File: src/rtl/load_store_unit_pkg.sv
// Shared types and constants for the load/store unit: memory op and FSM enums, funct3 codes,
// and the latched-request payload.
package load_store_unit_pkg;

    localparam int unsigned XLEN = 32;

    typedef enum logic [1:0] {
        MEM_NONE  = 2'd0,
        MEM_LOAD  = 2'd1,
        MEM_STORE = 2'd2
    } mem_op_t;

    typedef enum logic {
        IDLE = 1'b0,
        BUS  = 1'b1
    } lsu_state_t;

    typedef enum logic [1:0] {
        SZ_B = 2'd0,
        SZ_H = 2'd1,
        SZ_W = 2'd2
    } acc_size_t;

    localparam logic [2:0] F3_B  = 3'b000;
    localparam logic [2:0] F3_H  = 3'b001;
    localparam logic [2:0] F3_W  = 3'b010;
    localparam logic [2:0] F3_BU = 3'b100;
    localparam logic [2:0] F3_HU = 3'b101;

    // Memory op held across the bus transaction
    typedef struct packed {
        logic       is_load;
        logic [2:0] funct3;
        logic [1:0] addr_lo;
        logic [4:0] rd;
    } lsu_req_t;

    // Access width; unrecognised funct3 encodings fall back to a full word
    function automatic acc_size_t access_size(input mem_op_t op, input logic [2:0] funct3);
        acc_size_t sz;
        sz = SZ_W;
        if (op == MEM_LOAD) begin
            case (funct3)
                F3_B, F3_BU: sz = SZ_B;
                F3_H, F3_HU: sz = SZ_H;
                default:     sz = SZ_W;
            endcase
        end else begin
            case (funct3)
                F3_B:    sz = SZ_B;
                F3_H:    sz = SZ_H;
                default: sz = SZ_W;
            endcase
        end
        return sz;
    endfunction

endpackage

File: src/rtl/load_store_unit_load_aligner.sv
// Combinational load data extraction: selects the byte/half lane and sign- or zero-extends.
module load_aligner
    import load_store_unit_pkg::*;
(
    input  logic [XLEN-1:0] rdata,
    input  logic [1:0]      addr_lo,
    input  logic [2:0]      funct3,
    output logic [XLEN-1:0] load_data_c
);

    logic [7:0]  byte_c;
    logic [15:0] half_c;

    always_comb begin
        byte_c = rdata[7:0];
        case (addr_lo)
            2'd0:    byte_c = rdata[7:0];
            2'd1:    byte_c = rdata[15:8];
            2'd2:    byte_c = rdata[23:16];
            default: byte_c = rdata[31:24];
        endcase
        half_c = addr_lo[1] ? rdata[31:16] : rdata[15:0];

        case (funct3)
            F3_B:    load_data_c = {{24{byte_c[7]}}, byte_c};
            F3_BU:   load_data_c = {24'h000000, byte_c};
            F3_H:    load_data_c = {{16{half_c[15]}}, half_c};
            F3_HU:   load_data_c = {16'h0000, half_c};
            default: load_data_c = rdata;
        endcase
    end

endmodule

File: src/rtl/load_store_unit.sv
// Memory stage: data-memory request/ack handshake, store lane alignment and load extraction.
// Optional LSU_MISALIGN_TRAP_EN: misaligned halfword/word accesses are reported, not issued.
module load_store_unit
    import load_store_unit_pkg::*;
(
    input  logic            clk,
    input  logic            rst,
    input  logic            ex_valid,
    output logic            ex_ready,
    input  logic [XLEN-1:0] ex_alu_out,
    input  logic [XLEN-1:0] ex_store_data,
    input  logic [1:0]      ex_mem_op,
    input  logic [2:0]      ex_funct3,
    input  logic [4:0]      ex_rd,
    output logic            dmem_req,
    output logic            dmem_we,
    output logic [XLEN-1:0] dmem_addr,
    output logic [XLEN-1:0] dmem_wdata,
    output logic [3:0]      dmem_wstrb,
    input  logic            dmem_ack,
    input  logic [XLEN-1:0] dmem_rdata,
    output logic            wb_valid,
    output logic [4:0]      wb_rd,
    output logic            wb_we,
    output logic [XLEN-1:0] wb_data,
    output logic            wb_misalign
);

    lsu_state_t      state_q, state_d;
    lsu_req_t        req_q, req_d;
    logic            ex_ready_d, dmem_req_d, dmem_we_d, wb_valid_d, wb_we_d, wb_misalign_d;
    logic [XLEN-1:0] dmem_addr_d, dmem_wdata_d, wb_data_d;
    logic [3:0]      dmem_wstrb_d;
    logic [4:0]      wb_rd_d;

    mem_op_t         op_c;
    acc_size_t       size_c;
    logic            is_mem_c, misalign_c;
    logic [1:0]      addr_lo_c;
    logic [3:0]      strb_c;
    logic [XLEN-1:0] wdata_c, load_data_c;

    // Decode the incoming op: access size, effective low address bits, misalignment
    always_comb begin
        op_c     = mem_op_t'(ex_mem_op);
        is_mem_c = (op_c == MEM_LOAD) || (op_c == MEM_STORE);
        size_c   = access_size(op_c, ex_funct3);
`ifdef LSU_MISALIGN_TRAP_EN
        addr_lo_c  = ex_alu_out[1:0];
        misalign_c = is_mem_c &&
                     (((size_c == SZ_H) && ex_alu_out[0]) ||
                      ((size_c == SZ_W) && (ex_alu_out[1:0] != 2'b00)));
`else
        misalign_c = 1'b0;
        case (size_c)
            SZ_H:    addr_lo_c = {ex_alu_out[1], 1'b0};
            SZ_W:    addr_lo_c = 2'b00;
            default: addr_lo_c = ex_alu_out[1:0];
        endcase
`endif
    end

    // Store lane replication and byte strobes
    always_comb begin
        case (size_c)
            SZ_B: begin
                strb_c  = 4'b0001 << addr_lo_c;
                wdata_c = {4{ex_store_data[7:0]}};
            end
            SZ_H: begin
                strb_c  = 4'b0011 << {addr_lo_c[1], 1'b0};
                wdata_c = {2{ex_store_data[15:0]}};
            end
            default: begin
                strb_c  = 4'b1111;
                wdata_c = ex_store_data;
            end
        endcase
    end

    load_aligner u_load_aligner (
        .rdata       (dmem_rdata),
        .addr_lo     (req_q.addr_lo),
        .funct3      (req_q.funct3),
        .load_data_c (load_data_c)
    );

    // Next-state and registered-output logic
    always_comb begin
        state_d       = state_q;
        req_d         = req_q;
        dmem_req_d    = dmem_req;
        dmem_we_d     = dmem_we;
        dmem_addr_d   = dmem_addr;
        dmem_wdata_d  = dmem_wdata;
        dmem_wstrb_d  = dmem_wstrb;
        wb_valid_d    = 1'b0;
        wb_rd_d       = wb_rd;
        wb_we_d       = wb_we;
        wb_data_d     = wb_data;
        wb_misalign_d = 1'b0;

        case (state_q)
            IDLE: begin
                if (ex_valid && ex_ready) begin
                    if (!is_mem_c || misalign_c) begin
                        wb_valid_d    = 1'b1;
                        wb_rd_d       = ex_rd;
                        wb_we_d       = !misalign_c && (ex_rd != 5'd0);
                        wb_data_d     = ex_alu_out;
                        wb_misalign_d = misalign_c;
                    end else begin
                        state_d       = BUS;
                        req_d.is_load = (op_c == MEM_LOAD);
                        req_d.funct3  = ex_funct3;
                        req_d.addr_lo = addr_lo_c;
                        req_d.rd      = ex_rd;
                        dmem_req_d    = 1'b1;
                        dmem_we_d     = (op_c == MEM_STORE);
                        dmem_addr_d   = {ex_alu_out[XLEN-1:2], 2'b00};
                        dmem_wdata_d  = wdata_c;
                        dmem_wstrb_d  = (op_c == MEM_STORE) ? strb_c : 4'b0000;
                    end
                end
            end
            BUS: begin
                if (dmem_ack) begin
                    state_d    = IDLE;
                    dmem_req_d = 1'b0;
                    dmem_we_d  = 1'b0;
                    wb_valid_d = 1'b1;
                    wb_rd_d    = req_q.rd;
                    wb_we_d    = req_q.is_load && (req_q.rd != 5'd0);
                    wb_data_d  = req_q.is_load ? load_data_c : '0;
                end
            end
            default: state_d = IDLE;
        endcase

        ex_ready_d = (state_d == IDLE);
    end

    always_ff @(posedge clk) begin
        if (rst) begin
            state_q     <= IDLE;
            req_q       <= '0;
            ex_ready    <= 1'b1;
            dmem_req    <= 1'b0;
            dmem_we     <= 1'b0;
            dmem_addr   <= '0;
            dmem_wdata  <= '0;
            dmem_wstrb  <= 4'b0000;
            wb_valid    <= 1'b0;
            wb_rd       <= 5'd0;
            wb_we       <= 1'b0;
            wb_data     <= '0;
            wb_misalign <= 1'b0;
        end else begin
            state_q     <= state_d;
            req_q       <= req_d;
            ex_ready    <= ex_ready_d;
            dmem_req    <= dmem_req_d;
            dmem_we     <= dmem_we_d;
            dmem_addr   <= dmem_addr_d;
            dmem_wdata  <= dmem_wdata_d;
            dmem_wstrb  <= dmem_wstrb_d;
            wb_valid    <= wb_valid_d;
            wb_rd       <= wb_rd_d;
            wb_we       <= wb_we_d;
            wb_data     <= wb_data_d;
            wb_misalign <= wb_misalign_d;
        end
    end

endmodule
File: config.mk
export PLATFORM = sky130hd
export DESIGN_NAME = load_store_unit
export DESIGN_NICKNAME = d
export VERILOG_FILES = /design/src/rtl/load_store_unit_pkg.sv /design/src/rtl/load_store_unit_load_aligner.sv /design/src/rtl/load_store_unit.sv
export SDC_FILE = /design/constraint.sdc
export NUM_CORES = 1
export LEC_CHECK = 0
export BUFFER_PORTS_ARGS = -buffer_cell sky130_fd_sc_hd__buf_4
export CAP_MARGIN = 25
export CORE_UTILIZATION = 30
export DETAILED_ROUTE_END_ITERATION = 8
export GPL_TIMING_DRIVEN = 0
export PLACE_DENSITY = 0.62
export SLEW_MARGIN = 20
export SYNTH_ARGS = -nofsm -noshare
export SYNTH_HDL_FRONTEND = slang
export SYNTH_SLANG_ARGS = --single-unit
File: constraint.sdc
create_clock -name clk -period 3.2 [get_ports clk]
set_clock_uncertainty 0.15 [all_clocks]
set_input_delay 0.48 -clock clk [delete_from_list [all_inputs] [get_ports clk]]
set_output_delay 0.48 -clock clk [all_outputs]
set_load 0.1 [all_outputs]
* Yosys cells after proc, flatten, opt, wreduce, memory -nomap -nowiden *
Cells that the tools add are included.

word-level totals
  bits of input ports = 110
  logic and storage cells = 87
  flip-flop bits (word level) = 120

operators by class
  shift-type cells = 2
  reductions and logical operators = 14
  equal/unequal tests = 16
  mux-type cells = 38
  bitwise logic cells = 2

operators with widths
  operator                                                               count
  32-bit two-way mux                                                     4
  32-bit one-hot mux with 2 select lines                                 2
  32-bit one-hot mux with 4 select lines                                 1
  8-bit one-hot mux with 3 select lines                                  1
  16-bit two-way mux                                                     1
  5-bit two-way mux                                                      3
  1-bit two-way mux                                                      14
  3-bit equality test, second input constant                             4
  2-bit one-hot mux with 2 select lines                                  3
  1-bit one-hot mux with 2 select lines                                  5
  5-bit one-hot mux with 2 select lines                                  1
  5-bit nonzero test                                                     2
  3-bit AND reduction                                                    3
  2-bit inequality test, second input constant                           4
  4-bit one-hot mux with 2 select lines                                  1
  2-bit by 1-bit equality test with 1-bit output, second input constant  3
  2-bit equality test, second input constant                             3
  3-bit by 1-bit equality test with 1-bit output, second input constant  2
  3-bit zero test                                                        2
  2-bit zero test                                                        2
  4-bit two-way mux                                                      1
  2-bit OR reduction                                                     2
  1-bit by 2-bit left shift with 4-bit output, first input constant      1
  2-bit by 2-bit left shift with 4-bit output, first input constant      1
  4 further kinds                                                        6

* Depth between registers and ports, before layout *
Gate-level depths: netlist (run 1).

  depth after elaboration = 9
  depth in mapped cells = 14
  depth with buffers taken out = 10

* Hierarchy *
A second synthesis (run 1) with hierarchy kept.

unflattened totals
  cells, all modules = 755
  area total of the unflattened synthesis = 6152.2 um^2

by module, submodules not included
  module           sequential area each (um^2)  cells each  times used  area each (um^2)
  load_store_unit  2402.3                       622         1           5182.5
  load_aligner     0.0                          133         1           969.7

* Least setup slack after synthesis (run 1) *
OpenSTA, ideal clock, no wires.

  path type = input to register
  start = input ex_mem_op[1]
  end = register dmem_wdata[11]
  setup time = 70 ps
  path slack = 419 ps
  stages = 14
  required time = 2980 ps
  data arrival time = 2561 ps
  path buffers = 5
  path through = inv_1 > ha_1 > nand2b_1 > and2_1 > clkbuf_1 > buf_2 > buf_2 > ha_1 > clkbuf_1 > buf_1 > a22oi_1 > nand3_1 > o211ai_1 > a21oi_1

between the ends
  cells in the longest elaborated chain, start to end = 4
  elaborated cells on any way between the ends = 8

ends and longest elaborated chain
  element                                                                            line                                              RTL
  from (decl)                                                                        load_store_unit.sv:12                             input logic [1:0] ex_mem_op,
  2-bit by 1-bit equality test with 1-bit output                                     load_store_unit_pkg.sv:42, load_store_unit.sv:46
  2-bit two-way mux                                                                  load_store_unit_pkg.sv:42                         if (op == MEM_LOAD) begin
  2-bit by 1-bit equality test with 1-bit output or 2-bit zero test (tied branches)  load_store_unit.sv:65                             case (size_c)
  32-bit one-hot mux with 2 select lines                                             load_store_unit.sv:65
  to (signal assigned)                                                               load_store_unit.sv:165                            dmem_wdata <= dmem_wdata_d;
  to (decl)                                                                          load_store_unit.sv:18                             output logic [XLEN-1:0] dmem_wdata,

Parallel ways exist; a longest one is shown, timed or not.
A chain may end at the register's enable or synchronous reset.

* Final worst setup path (run 1) *
  start = input ex_mem_op[1]
  end = register dmem_wdata[13]

The elaborated chain is that of the path after synthesis.

==> impl_results.md, run 1 <==
- DIE HEIGHT: 141.6 um
- Min-delay src: ex_alu_out[8]
- Starting Density: 0.3095
- Critical-path cell list: buf_4 > inv_1 > ha_1 > nand2b_1 > and2_1 > clkbuf_1 > buf_2 > buf_2 > ha_1 > clkbuf_1 > a22oi_1 > nand3_1 > o211ai_1 > a21oi_1
- DR WL/cell: 18.56 um
- Slew headroom: 0.4503
- Placer Congestion: 0.8807
- CTS tree: yes
- Io pins: 221
- Core ar.: 0.01889 mm^2
- DRC: 0
- Startpoint of the worst-slack reg-to-reg timing path: state_q$_SDFF_PP0_
- Post-synthesis sequential element count: 120
- Drt total wl: 22.60 mm
- Worst-Margin Slew: 0.8191 ns
- Pwr dens: 636.9 mW/mm^2
- Post-DRT Antenna Nets: 0
- Setup slack after layout: 0.2239 ns
- ANT cells: 0
- Vias in the first global route: 5951
- Postcts setup bufs: 0
- Setup Slack @ Placement: -0.4822 ns
- Critical Path Sink Type: register
- Post-synth top area cell: dfxtp_1
- Synth warnings: 0
- Hold EP: dmem_addr[8]$_SDFFE_PP0P_
- Most common cell after layout, fill and taps aside: buf_4
- Worst VDD drop: 0.0003619 V
- Port Buffers: 217
- Leakage: 3.384 nW
- DP HPWL: 17.27 mm
- CTS Buf Count: 17
- Unrepaired setup endpoints after global routing: false
- CP startpoint kind: input pin
- Async S/R FF share, synth: 0
- Netlist cell types: 50
- Post-Synthesis Cells: 709
- DR iter-0 viols: 383
- Crit-path max cell delay: 0.39 ns
- Total iterations of the first detailed-routing run: 5
- Clk slew on worst S/H paths: 0.06 ns
- Initial antenna violation count: 0
- Slowest CP cell: clkbuf_1
- Power Total: 5.353 mW
- DR vias: 6249
- Gr ovfl total: 0
- CTS Buffer Depth: 2
- Synth Cell Area: 0.005848 mm^2
- Hold buffers post-CTS: 0
- Fraction of layout cells with a size suffix above 1: 0.3299
- Synthesized area per cell: 8.248 um^2
- Worst Hold Class: in -> reg
- RR Endpoint: dmem_wdata[13]$_SDFFE_PP0P_
- Tmin final: 2.976 ns
- Slack of the worst reg-to-reg path: 1.08 ns
- Pin count of the biggest net entering global routing: 17
- Clock root buffer: clkbuf_16
- Post-placement cell count: 1188
- Non-filler cells, final: 1218
- Max cap viols: 0
- Worst Reg2Reg Path Length in Cells: 6
- Area fraction of the dominant cell type after synthesis: 0.4108
- Clk sinks: 120
- CTS H-tree lvls: 4
- Clock latency on the worst-skew pair: 0.42 ns
- Largest cells by area after synthesis: dfxtp_1, nand2_1, a21oi_1, o211ai_1, nor2_1
- Ys flop type: dfxtp_1
- Critical Path RT: 3.38 ns
- Post-CTS sizing: 1
- Final cycle utilization of the critical path: 0.9300
- First-pass GRT wire length: 33.61 mm
- Arrival time at the worst endpoint: 3.16 ns
- Status: completed
- Crit path kind: in -> reg
- Final hold violation count: 0
- Hold depth: 3
- Via/cell ratio: 5.131
- Post-layout util: 0.4448
- Die Area: 0.02006 mm^2
- Row count: 50
- # setup viols final: 0
- Seq/Total Area, Yosys: 0.4108
- Number of synthesized flops with an enable pin: 0
- # nets final: 1060
- Final Max Tran Viols: 0
- Commonest non-fill, non-tap cells in the layout: buf_4, nand2_1, dfxtp_1
- Area grow syn2layout: 43.71%
- Crit path max fanout: 11
- Die Wd: 141.6 um
- Fmax: 336.0 MHz
- GRT Util Overall: 0.2236
kinds of logic (layout without fill, tap and decap cells):
logic type	after synthesis	in the layout	share of synthesized area
other	1	3	0.0006412
buffers and inverters	90	337	0.07616
DFF	120	120	0.4108
muxes	22	22	0.04044
adders and majority gates	4	4	0.008558
AOI/OAI and AO/OA	232	232	0.2809
and+or+nand+nor	240	240	0.1825
routing by layer:
layer  GRT usage  share of wire  vias to the layer above
met3     0.07290          0.090                       48
met5           0              0                        -
met1      0.2765           0.43                     2894
met4     0.08206          0.027                        0
met2      0.3617           0.46                      297
li1            -              -                     3010
worst max path at each step:
stage | startpoint | endpoint
global placement | ex_mem_op[1] | dmem_wdata[27]$_SDFFE_PP0P_
finish | ex_mem_op[1] | dmem_wdata[13]$_SDFFE_PP0P_
CTS | ex_mem_op[1] | dmem_wdata[11]$_SDFFE_PP0P_
detailed placement | ex_mem_op[1] | dmem_wdata[27]$_SDFFE_PP0P_
global route | ex_mem_op[1] | dmem_wdata[11]$_SDFFE_PP0P_
floorplan | ex_mem_op[1] | dmem_wdata[11]$_SDFFE_PP0P_
Yosys cell counts, drive strengths merged, types with 2 or more instances:
cell	number
and2	3
or4	2
nand4	9
a211oi	29
nand2b	26
a21o	2
clkbuf	33
o211ai	44
nand2	121
mux2	13
inv	18
buf	37
o21ai	7
or2	2
dfxtp	120
a22oi	8
a21oi	91
nand3	19
a311oi	10
mux2i	9
o22ai	2
o21a	8
o221ai	16
nor2	51
ha	4
a221oi	12
clkinv	2
registers in the layout, indices dropped and copies added, names as in the netlist:
| signal | flops |
|---|---|
| wb_we | 1 |
| dmem_we | 1 |
| wb_rd | 5 |
| dmem_addr | 30 |
| dmem_req | 1 |
| state_q | 1 |
| req_q | 11 |
| ex_ready | 1 |
| dmem_wstrb | 4 |
| wb_data | 32 |
| wb_valid | 1 |
| dmem_wdata | 32 |
area by class of cell:
cell class	count	area (um^2)
sequential	120	2402
clock inverter	11	147.6
multi-input combinational	501	3010
tap	260	325.3
clock buffer	20	446.7
fill	1955	10490
inverter	20	75.07
timing repair buffer	217	1629
buffer	69	367.9
stage by stage:
stage | area (um^2) | TNS [ns] | hold slack (ns)
after floorplan | 5856 | 0 | 0.2934
after global placement | 7810 | -6.017 | 0.2913
after detailed placement | 7810 | -6.756 | 0.2965
after CTS | 8406 | 0 | 0.1540
after global routing | 8404 | 0 | 0.1592
final | 8404 | 0 | 0.1627
report_power, final:
group          internal (mW)  leakage, nW  switching (mW)
combinational          0.426         2.12            1.28
clock                   1.24        0.279           0.716
sequential              1.62        0.982          0.0710
critical path, delay by kind of cell:
| family | cells | cell delay (ns) |
|---|---|---|
| buffers and inverters | 6 | 1.38 |
| AND/OR/NAND/NOR | 3 | 0.46 |
| AO/OA/AOI/OAI | 3 | 0.46 |
| adder cells (fa/ha/maj) | 2 | 0.38 |
(Power assumes the default switching activity.)
==> run 2: changes to the inputs <==
--- a/config.mk
+++ b/config.mk
@@ -7,10 +7,11 @@
 export LEC_CHECK = 0
 export BUFFER_PORTS_ARGS = -buffer_cell sky130_fd_sc_hd__buf_4
 export CAP_MARGIN = 25
-export CORE_UTILIZATION = 30
+export CORE_UTILIZATION = 50
 export DETAILED_ROUTE_END_ITERATION = 8
 export GPL_TIMING_DRIVEN = 0
-export PLACE_DENSITY = 0.62
+export PLACE_DENSITY = 0.9
+export RECOVER_POWER = 25
 export SLEW_MARGIN = 20
 export SYNTH_ARGS = -nofsm -noshare
 export SYNTH_HDL_FRONTEND = slang
==> impl_results.md, run 2 (synthesis results as in run 1) <==
- # setup viols final: 0
- Pwr dens: 647.1 mW/mm^2
- CP startpoint kind: input pin
- Row count: 39
- Max cap viols: 0
- Commonest non-fill, non-tap cells in the layout: buf_4, nand2_1, dfxtp_1
- Crit path max fanout: 11
- CTS tree: yes
- ANT cells: 0
- DR WL/cell: 18.56 um
- DIE HEIGHT: 110.2 um
- Fraction of layout cells with a size suffix above 1: 0.2711
- Slack of the worst reg-to-reg path: 1.09 ns
- Critical path capture point: dmem_wdata[27]$_SDFFE_PP0P_
- Final cycle utilization of the critical path: 0.9147
- Worst Hold Class: in -> reg
- Via/cell ratio: 5.787
- CTS Buffer Depth: 2
- DR vias: 6377
- CTS Buf Count: 17
- Clk sinks: 120
- Clock root buffer: clkbuf_16
- Die Wd: 110.2 um
- First-pass GRT wire length: 30.37 mm
- DRC: 0
- Io pins: 221
- Initial antenna violation count: 0
- Regs by FF count: dmem_wdata x32, wb_data x32, dmem_addr x30
- Leakage: 3.161 nW
- Most common cell after layout, fill and taps aside: buf_4
- Setup Slack @ Placement: -0.4004 ns
- Pin count of the biggest net entering global routing: 17
- Vias in the first global route: 6114
- Worst Setup SP: ex_mem_op[1]
- Worst Reg2Reg Path Length in Cells: 6
- Drt total wl: 20.45 mm
- Starting Density: 0.5122
- Worst-Margin Slew: 1.230 ns
- Port Buffers: 217
- DP HPWL: 15.32 mm
- RR Endpoint: dmem_addr[8]$_SDFFE_PP0P_
- Die Area: 0.01213 mm^2
- Post-DRT Antenna Nets: 0
- Slew headroom: 0.1836
- Crit path kind: in -> reg
- Worst VDD drop: 0.0005095 V
- Post-layout util: 0.7036
- # nets final: 1060
- Fillers: 970
- Gr ovfl total: 0
- CTS H-tree lvls: 4
- Total iterations of the first detailed-routing run: 5
- DR iter-0 viols: 512
- Tmin final: 2.927 ns
- Postcts setup bufs: 0
- Final Max Tran Viols: 0
- Fmax: 341.6 MHz
- Status: completed
- GRT Util Overall: 0.3356
- Setup slack after layout: 0.2729 ns
- Startpoint of the worst-slack reg-to-reg timing path: state_q$_SDFF_PP0_
- Critical Path Sink Type: register
- Clock latency on the worst-skew pair: 0.42 ns
- Arrival time at the worst endpoint: 3.13 ns
- Area grow syn2layout: 37.38%
- Core ar.: 0.01142 mm^2
- Unrepaired setup endpoints after global routing: false
- Placer Congestion: 0.9169
- Critical Path RT: 3.40 ns
- Final hold violation count: 0
- Clk slew on worst S/H paths: 0.06 ns
-- run 2: cell type report --
| type | count | area (um^2) | share of cell area |
|---|---|---|---|
| Tap cell | 143 | 178.9 | 0.02227 |
| Clock inverter | 7 | 65.06 | 0.008098 |
| Multi-Input combinational cell | 501 | 3008 | 0.3744 |
| Timing Repair Buffer | 217 | 1423 | 0.1771 |
| Inverter | 20 | 75.07 | 0.009344 |
| Sequential cell | 120 | 2402 | 0.2990 |
| Buffer | 69 | 366.6 | 0.04563 |
| Clock buffer | 25 | 515.5 | 0.06416 |
-- run 2: worst min path at each step --
stage | start | endpoint | slack (ns) | depth (start not counted)
2_1_floorplan | req_q[3]$_SDFFE_PP0P_ | req_q[3]$_SDFFE_PP0P_ | 0.29 | 2
3_3_place_gp | dmem_wdata[28]$_SDFFE_PP0P_ | dmem_wdata[28]$_SDFFE_PP0P_ | 0.29 | 2
3_5_place_dp | dmem_wdata[8]$_SDFFE_PP0P_ | dmem_wdata[8]$_SDFFE_PP0P_ | 0.30 | 2
4_1_cts | ex_funct3[2] | req_q[9]$_SDFFE_PP0P_ | 0.16 | 3
5_1_grt | ex_alu_out[15] | dmem_addr[15]$_SDFFE_PP0P_ | 0.16 | 3
6_report | ex_funct3[2] | req_q[9]$_SDFFE_PP0P_ | 0.17 | 3
-- run 2: worst max-delay path, cell delays in order --
cell and delay (ns):
buf_4 0.11, inv_1 0.05, ha_1 0.17, nand2b_1 0.18
and2_1 0.14, clkbuf_1 0.24, buf_2 0.26, buf_2 0.27
ha_1 0.40, clkbuf_2 0.31, a22oi_1 0.10, nand3_1 0.14
o211ai_1 0.11, a21oi_1 0.15
-- run 2: power by group --
part	leakage (nW)	internal [mW]	switching, mW
Clock	0.285	1.18	0.671
Combinational	1.89	0.380	1.27
Sequential	0.982	1.62	0.0723
-- run 2: what timing repair did --
action                                  CTS  global route
resized for setup                         0             1
hold buffers                              0             0
endpoints found under the setup margin    0            11
-- run 2: metrics by stage --
stage	hold slack, ns	power, mW	instances	TNS [ns]	area [um^2]
2_1_floorplan	0.2934	2.950	711	0	5856
3_3_place_gp	0.2897	3.381	1071	-2.396	7664
5_1_grt	0.1620	5.365	1102	0	8034
4_1_cts	0.1576	5.236	1103	0	8244
3_5_place_dp	0.2966	3.400	1071	-4.545	7664
6_report	0.1651	5.199	1102	0	8034
-- run 2: layer usage --
metal | GRT usage | up-vias | part of all wire
met2 | 0.5692 | 375 | 0.48
met5 | 0 | - | 0
met4 | 0.1758 | 0 | 0.040
li1 | - | 3013 | -
met3 | 0.1076 | 63 | 0.10
met1 | 0.3756 | 2926 | 0.38
